File: src/rtl/ac_ctrl.sv
// Accumulator/bus sequencer: accepts one AC instruction per start/done handshake
// and plays out its fixed bus-select, AC-strobe and ALU-op cycle sequence.
module ac_ctrl #(
  parameter int unsigned AC_CODE = 5,
  parameter int unsigned ALU_LAT = 2
) (
  input  logic       clk,
  input  logic       rst,
  input  logic       start,
  input  logic [3:0] opcode,
  input  logic [3:0] operand,
  output logic       busy,
  output logic       done,
  output logic       err,
  output logic [3:0] bus_sel,
  output logic [3:0] dst_sel,
  output logic       dst_we,
  output logic       ac_write_en,
  output logic       ac_inc_en,
  output logic       ac_clr_en,
  output logic       alu_to_ac,
  output logic [2:0] alu_op
);

  localparam logic [2:0] S_IDLE = 3'd0;
  localparam logic [2:0] S_BUS  = 3'd1;
  localparam logic [2:0] S_WAIT = 3'd2;
  localparam logic [2:0] S_EXEC = 3'd3;
  localparam logic [2:0] S_DONE = 3'd4;

  localparam logic [3:0] OP_CLAC = 4'd1;
  localparam logic [3:0] OP_INAC = 4'd2;
  localparam logic [3:0] OP_LDAC = 4'd3;
  localparam logic [3:0] OP_STAC = 4'd4;
  localparam logic [3:0] OP_ADD  = 4'd5;
  localparam logic [3:0] OP_SUB  = 4'd6;
  localparam logic [3:0] OP_MUL  = 4'd7;

  localparam logic [3:0] AC_SEL   = 4'(AC_CODE);
  localparam logic [3:0] LAT_M1   = 4'(ALU_LAT - 1);
  localparam bit         HAS_WAIT = (ALU_LAT != 0);

  logic [2:0] state_q, state_d;
  logic [3:0] op_q, op_d;
  logic [3:0] opd_q, opd_d;
  logic       ill_q, ill_d;
  logic [3:0] cnt_q, cnt_d;

  logic       busy_q, busy_d;
  logic       done_q, done_d;
  logic       err_q, err_d;
  logic [3:0] bus_sel_q, bus_sel_d;
  logic [3:0] dst_sel_q, dst_sel_d;
  logic       dst_we_q, dst_we_d;
  logic       ac_write_en_q, ac_write_en_d;
  logic       ac_inc_en_q, ac_inc_en_d;
  logic       ac_clr_en_q, ac_clr_en_d;
  logic       alu_to_ac_q, alu_to_ac_d;
  logic [2:0] alu_op_q, alu_op_d;

  logic       illegal_in;
  logic       alu_cur;
  logic       alu_nxt;
  logic [3:0] src_nxt;
  logic [2:0] code_nxt;

  // Next state plus output decode; outputs are decoded from the upcoming state so they register cleanly
  always_comb begin
    state_d       = state_q;
    op_d          = op_q;
    opd_d         = opd_q;
    ill_d         = ill_q;
    cnt_d         = cnt_q;
    busy_d        = 1'b0;
    done_d        = 1'b0;
    err_d         = 1'b0;
    bus_sel_d     = 4'd0;
    dst_sel_d     = 4'd0;
    dst_we_d      = 1'b0;
    ac_write_en_d = 1'b0;
    ac_inc_en_d   = 1'b0;
    ac_clr_en_d   = 1'b0;
    alu_to_ac_d   = 1'b0;
    alu_op_d      = 3'd0;

    // A store back into the AC itself is rejected at accept time
    illegal_in = opcode[3] || ((opcode == OP_STAC) && (operand == AC_SEL));
    alu_cur    = (op_q == OP_ADD) || (op_q == OP_SUB) || (op_q == OP_MUL);

    case (state_q)
      S_IDLE: begin
        if (start) begin
          op_d  = opcode;
          opd_d = operand;
          ill_d = illegal_in;
          if (illegal_in) begin
            state_d = S_DONE;
          end else begin
            case (opcode)
              OP_CLAC, OP_INAC:                        state_d = S_EXEC;
              OP_LDAC, OP_STAC, OP_ADD, OP_SUB, OP_MUL: state_d = S_BUS;
              default:                                 state_d = S_DONE;
            endcase
          end
        end
      end
      S_BUS: begin
        if (alu_cur && HAS_WAIT) begin
          state_d = S_WAIT;
          cnt_d   = LAT_M1;
        end else begin
          state_d = S_EXEC;
        end
      end
      S_WAIT: begin
        if (cnt_q == 4'd0) state_d = S_EXEC;
        else               cnt_d   = cnt_q - 4'd1;
      end
      S_EXEC:  state_d = S_DONE;
      S_DONE:  state_d = S_IDLE;
      default: state_d = S_IDLE;
    endcase

    alu_nxt  = (op_d == OP_ADD) || (op_d == OP_SUB) || (op_d == OP_MUL);
    src_nxt  = (op_d == OP_STAC) ? AC_SEL : opd_d;
    code_nxt = alu_nxt ? 3'(op_d - 4'd4) : 3'd0;
    busy_d   = (state_d != S_IDLE);

    case (state_d)
      S_BUS, S_WAIT: begin
        bus_sel_d = src_nxt;
        alu_op_d  = code_nxt;
      end
      S_EXEC: begin
        case (op_d)
          OP_CLAC: ac_clr_en_d = 1'b1;
          OP_INAC: ac_inc_en_d = 1'b1;
          OP_LDAC: begin
            bus_sel_d     = src_nxt;
            ac_write_en_d = 1'b1;
          end
          OP_STAC: begin
            bus_sel_d = AC_SEL;
            dst_sel_d = opd_d;
            dst_we_d  = 1'b1;
          end
          OP_ADD, OP_SUB, OP_MUL: begin
            bus_sel_d   = src_nxt;
            alu_op_d    = code_nxt;
            alu_to_ac_d = 1'b1;
          end
          default: ;
        endcase
      end
      S_DONE: begin
        done_d = 1'b1;
        err_d  = ill_d;
      end
      default: ;
    endcase
  end

  always_ff @(posedge clk) begin
    if (rst) begin
      state_q       <= S_IDLE;
      op_q          <= 4'd0;
      opd_q         <= 4'd0;
      ill_q         <= 1'b0;
      cnt_q         <= 4'd0;
      busy_q        <= 1'b0;
      done_q        <= 1'b0;
      err_q         <= 1'b0;
      bus_sel_q     <= 4'd0;
      dst_sel_q     <= 4'd0;
      dst_we_q      <= 1'b0;
      ac_write_en_q <= 1'b0;
      ac_inc_en_q   <= 1'b0;
      ac_clr_en_q   <= 1'b0;
      alu_to_ac_q   <= 1'b0;
      alu_op_q      <= 3'd0;
    end else begin
      state_q       <= state_d;
      op_q          <= op_d;
      opd_q         <= opd_d;
      ill_q         <= ill_d;
      cnt_q         <= cnt_d;
      busy_q        <= busy_d;
      done_q        <= done_d;
      err_q         <= err_d;
      bus_sel_q     <= bus_sel_d;
      dst_sel_q     <= dst_sel_d;
      dst_we_q      <= dst_we_d;
      ac_write_en_q <= ac_write_en_d;
      ac_inc_en_q   <= ac_inc_en_d;
      ac_clr_en_q   <= ac_clr_en_d;
      alu_to_ac_q   <= alu_to_ac_d;
      alu_op_q      <= alu_op_d;
    end
  end

  assign busy        = busy_q;
  assign done        = done_q;
  assign err         = err_q;
  assign bus_sel     = bus_sel_q;
  assign dst_sel     = dst_sel_q;
  assign dst_we      = dst_we_q;
  assign ac_write_en = ac_write_en_q;
  assign ac_inc_en   = ac_inc_en_q;
  assign ac_clr_en   = ac_clr_en_q;
  assign alu_to_ac   = alu_to_ac_q;
  assign alu_op      = alu_op_q;

endmodule

File: config.mk
export PLATFORM = sky130hd
export DESIGN_NAME = ac_ctrl
export DESIGN_NICKNAME = d
export VERILOG_FILES = /design/src/rtl/ac_ctrl.sv
export SDC_FILE = /design/constraint.sdc
export NUM_CORES = 1
export LEC_CHECK = 0
export ABC_AREA = 1
export ABC_CLOCK_PERIOD_IN_PS = 1200
export CORE_UTILIZATION = 46
export DETAILED_ROUTE_END_ITERATION = 10
export GPL_TIMING_DRIVEN = 0
export PLACE_DENSITY = 0.75
export SLEW_MARGIN = 10
export SYNTH_ARGS = -nofsm -noshare
export SYNTH_HDL_FRONTEND = slang
export SYNTH_SLANG_ARGS = --single-unit
File: constraint.sdc
create_clock -name clk -period 1.2 [get_ports clk]
set_input_delay 0.24 -clock clk [delete_from_list [all_inputs] [get_ports clk]]
set_output_delay 0.24 -clock clk [all_outputs]
set_load 0.02 [all_outputs]
# == Word level (Yosys, flattened, before mapping) ==
# Index checks and enable logic that the tools add are counted.
# totals
reg_bits,35
out_inout_bits,19
word_cells,94
input_bits,11
# op_classes
n_eq_ne,27
reduce_logical,19
bitwise,3
add_sub_neg,2
n_mux,27
# op_table
operator,count
equality test 4 x 3 -> 1 bit (second input constant),12
2-to-1 mux 4 bit,7
case mux 4 bit (2 select lines),3
equality test 4 x 2 -> 1 bit (second input constant),4
2-to-1 mux 3 bit,5
equality test 3 x 2 -> 1 bit (second input constant),4
case mux 3 bit (2 select lines),2
case mux 3 bit (4 select lines),1
2-to-1 mux 1 bit,9
equality test 4 x 1 -> 1 bit (second input constant),2
OR reduction 2 bit,4
equality test 3 x 1 -> 1 bit (second input constant),2
OR reduction 3 bit,2
logical OR 1 bit,5
OR reduction 5 bit,1
zero test 4 bit,1
inequality test 2 bit (second input constant),2
OR reduction 4 bit,1
subtractor 4 x 1 -> 4 bit (second input constant),1
equality test 3 bit (second input constant),1
zero test 3 bit,1
NOT 1 bit,3
AND reduction 3 bit,1
nonzero test 3 bit,1
other kinds (3),3

# == Depth between registers and ports, before layout ==
# logic_depth
word_depth,9
ltp_mapped,11
depth_no_buf,10

# == Worst setup path after synthesis ==
# No wires, ideal clock.
# synth_path
path_type,reg2reg
from,register cnt_q[0]
to,"register bus_sel_q[1], in the netlist bus_sel[1]"
path_stages_with_launch,10
t_required_ps,1083
arrival_time_ps,1180
n_path_buf,0
path_slack_ps,-97
synth_period_minus_slack_ps,1297
setup_time_ps,117
path_cell_list,dfxtp_1 inv_1 ha_1 nand3_1 nor2_1 nor2_2 nand2_2 nor2_1 o21bai_1 nor2_1
# synth_via
elab_chain_cells,6
word_cells_on_any_way,8
classes_between,3 x eq/ne; 3 x mux; 2 x reduce/logical
# synth_lines
element,line,rtl
"start, declared",47,"logic [3:0] cnt_q, cnt_d;"
"start signal, assigned",186,cnt_q <= cnt_d;
zero test 4 bit (*),116,if (cnt_q == 4'd0) state_d = S_EXEC;
2-to-1 mux 3 bit (*),116,
case mux 3 bit (4 select lines) (*),90,case (state_q)
equality test 3 x 1 -> 1 bit / equality test 3 x 2 -> 1 bit (equally long branches),129,case (state_d)
OR reduction 2 bit,129,
case mux 4 bit (2 select lines) (*),129,
"end signal, assigned",190,bus_sel_q <= bus_sel_d;
"end, declared",52,"logic [3:0] bus_sel_q, bus_sel_d;"
# Mark *: on every way between the ends. The rest lies on a longest branch, timed or not.
# A chain may end at the register's enable or synchronous reset.

# == Worst setup path in the final report ==
# layout_path
from,register state_q[1]
to,"register bus_sel_q[2], in the netlist bus_sel[2]"
# layout_via
elab_chain_cells,6
word_cells_on_any_way,22
classes_between,11 x eq/ne; 8 x mux; 3 x reduce/logical
# layout_lines
element,line,rtl
"start, declared",43,"logic [2:0] state_q, state_d;"
"start signal, assigned",182,state_q <= state_d;
zero test 3 bit,90,
2-to-1 mux 4 bit,90,
"equality test 4 x 3 -> 1 bit, or another cell as far along",135,case (op_d)
OR reduction 4 bit (no source line) / 2-to-1 mux 4 bit (equally long branches),n/a,
case mux 4 bit (2 select lines),135,
case mux 4 bit (2 select lines) (*),129,
# Marks and branches as above.

==> key figures <==
Outcome
  • Outcome: finished with violations
  • Failing checks: setup timing

Worst setup path
  • Most used cell, CP: nand2_2
  • Setup crit end kind: flip-flop
  • Reg2reg end: bus_sel[2]$_SDFF_PP0_
  • Slowest cell on the critical path: dfxtp_4
  • Reg2Reg Depth: 9
  • FF-to-FF Start: state_q[1]$_SDFF_PP0_
  • Critical Path AT: 1.76 ns
  • Setup CP Type: flip-flop to flip-flop
  • Critical path peak fanout: 7
  • Critical path, cell by cell: nor2_8 -> nand3_4 -> nand2_2 -> nand2_4 -> nor2_2 -> nand2_2 -> nand2_2 -> nand2_1 -> a21oi_1
  • Startpoint Class: flip-flop
  • Worst Path Required: 1.47 ns
  • CP bufs+invs: 0
  • R2R setup slack: -0.29 ns
  • Family with the most delay on the worst path: simple AND/OR/NAND/NOR gates
  • Worst path max stage delay: 0.39 ns

CTS
  • Clock tree from TritonCTS: yes
  • CTS buffer count: 5
  • Clk Latency, worst-skew pair: 0.34 ns
  • Deepest clock path buffer count: 2
  • Clock sink total: 35
  • H-tree depth: 2
  • Worst-path clk slew: 0.10 ns
  • CTS Root Cell: clkbuf_4

Hold path
  • Worst min-delay path class: primary input to flip-flop
  • HP Start: rst
  • Endpoint, Worst Hold: opd_q[1]$_SDFF_PP0_
  • Hold Path Stages: 2

Layout
  • Most frequent cells in the layout: 37 x nand2_1, 30 x dfxtp_1, 26 x nor2_1
  • Final nets: 263
  • Diodes inserted: 0
  • Layout area overhead: 35.9%
  • Final core occ: 0.678
  • Fraction of layout cells with a size suffix above 1: 0.398
  • Most common cell after layout, fill and taps aside: nand2_1

Global route
  • First-pass GRT wire length: 5.52 mm
  • Initial antenna violation count: 0
  • Vias in the first global route: 1278
  • GRT Util Overall: 0.211
  • Largest net degree at the start of global routing: 11
  • Grt total ovfl: 0

Pwr
  • Power per cell area: 1790 nW/um2
  • Leakage Power: 0.995 nW
  • Max VDD drop: 0.990 mV

Timing
  • Final cycle utilization of the critical path: 1.24
  • RSZ-0062 raised after global routing: true
  • Max-slew violations: 0
  • Slew headroom: 0.648
  • Setup ws final: -0.287 ns
  • Clk_skew: 0.00592 ns
  • Post-route setup TNS: -4.42 ns
  • Finish-stage setup viols: 28
  • Worst-margin pin slew: 0.528 ns
  • Tmin final: 1.49 ns
  • Final hold violation count: 0
  • Max Fclk: 673 MHz

Floorplan
  • I/O pin total: 30
  • Die width: 60.2 um
  • Total die area: 3630 um2
  • Core Region: 3130 um2
  • Initial cell density of the core: 0.499
  • Row Count: 20
  • Die height: 60.2 um

Route
  • DR iter-0 viols: 65
  • Via Count: 1370
  • Drt drc: 0
  • WL/cell: 11.5 um
  • Via density: 4.64
  • Post-route ant nets: 0
  • Post-Route WL: 3.41 mm
  • DR pass1 iterations: 4

Synthesis
  • Post-synthesis sequential area ratio: 0.449
  • Post-Syn Area per Cell: 7.47 um2
  • Post-synthesis cell count: 209
  • Top post-synthesis cells by area: dfxtp_1 45%, nand2_1 12%, nor2_1 7.5%
  • Yosys Warn Count: 0
  • Post-synth cell types: 26
  • #FFs+latches synth: 35
  • Post-synth top area share: 0.449
  • Synth Cell Area: 1560 um2
  • Yosys top cell by area: dfxtp_1
  • Syn Nets: 222

Placement
  • Buffers on Ports: 27
  • GP Congestion: 0.819
  • HPWL after DPL: 2.32 mm

Run
  • Max-Cap Viols: 0
## state kept, by name, indices dropped and copies added, names as in the netlist
signal	flops
state_q	3
dst_sel	4
ac_inc_en	1
ac_write_en	1
bus_sel	4
dst_we	1
err	1
done	1
alu_to_ac	1
op_q	4
ill_q	1
cnt_q	4
busy	1
ac_clr_en	1
opd_q	4
alu_op	3
## report_power, final
part / internal [W] / switching (W)
clock: 0.000228 / 0.000381
sequential: 0.00133 / 0.000106
combinational: 0.000664 / 0.00109
## how the worst max path moves through the flow
| stage | startpoint | endpoint | slack (ns) | depth (start not counted) |
|---|---|---|---|---|
| after CTS | state_q[2]$_SDFF_PP0_ | bus_sel[2]$_SDFF_PP0_ | -0.23 | 9 |
| after floorplan | state_q[1]$_SDFF_PP0_ | bus_sel[1]$_SDFF_PP0_ | -0.06 | 8 |
| final | state_q[1]$_SDFF_PP0_ | bus_sel[2]$_SDFF_PP0_ | -0.29 | 9 |
| after global routing | state_q[1]$_SDFF_PP0_ | dst_sel[3]$_SDFF_PP0_ | -0.39 | 9 |
| after global placement | opcode[1] | bus_sel[1]$_SDFF_PP0_ | -0.51 | 10 |
| after detailed placement | opcode[0] | bus_sel[1]$_SDFF_PP0_ | -0.51 | 10 |
## repair_timing
action                                  CTS  global route
buffers inserted                          3             4
endpoints found under the setup margin   40            46
pin swaps                                 7            10
resized for setup                        75            42
hold buffers                              0             0
gates cloned                              0             0
## through the flow
stage	worst slack [ns]	power (W)	hold WS (ns)	cells	cell area, um2
finish	-0.287	0.00380	0.323	295	2120
global route	-0.389	0.00407	0.350	295	2120
CTS	-0.232	0.00363	0.314	291	2100
detailed placement	-0.506	0.00278	0.480	280	1900
global placement	-0.505	0.00276	0.481	280	1900
floorplan	-0.0595	0.00245	0.424	209	1570
## cell type report
class / count / area, um2
Clock buffer: 7 / 45.0
Tap cell: 44 / 55.1
Inverter: 31 / 124
Buffer: 3 / 12.5
Clock inverter: 1 / 5.00
Fill cell: 269 / 1010
Sequential cell: 35 / 712
Timing Repair Buffer: 34 / 254
Multi-Input combinational cell: 140 / 913
## cells in the mapped netlist
cell type,n
clkbuf_1,2
dfxtp_1,35
a21oi_2,1
nor2_2,2
o21a_1,1
o21ai_0,5
nand2_2,8
conb_1,1
ha_1,2
nor2_4,2
inv_2,4
nand4_1,4
nor3_2,1
nor2_8,2
o21bai_1,1
a21oi_1,7
buf_2,1
nand2_4,2
inv_1,27
nand3_4,1
nand3_1,10
nor3_1,4
mux2i_1,2
nand2_1,51
nand3_2,2
nor2_1,31
## worst reg2reg max path, stage by stage (launching register included)
cell,delay (ns)
dfxtp_4,0.39
nor2_8,0.19
nand3_4,0.16
nand2_2,0.13
nand2_4,0.08
nor2_2,0.13
nand2_2,0.09
nand2_2,0.08
nand2_1,0.06
a21oi_1,0.12
## routing by layer
layer	track usage	routed length [um]	vias up
li1	-	-	729
met4	0.0864	70	0
met3	0.0563	167	8
met5	0	0	-
met2	0.342	1690	33
met1	0.262	1480	600
## cell families after synthesis
logic type / synth area share
buffers and inverters: 0.0826
AOI/OAI and AO/OA: 0.0537
adders and majority gates: 0.0160
DFF: 0.449
muxes: 0.0128
other: 0.00240
and+or+nand+nor: 0.383
Note: power is estimated with default switching activity, not from simulation.
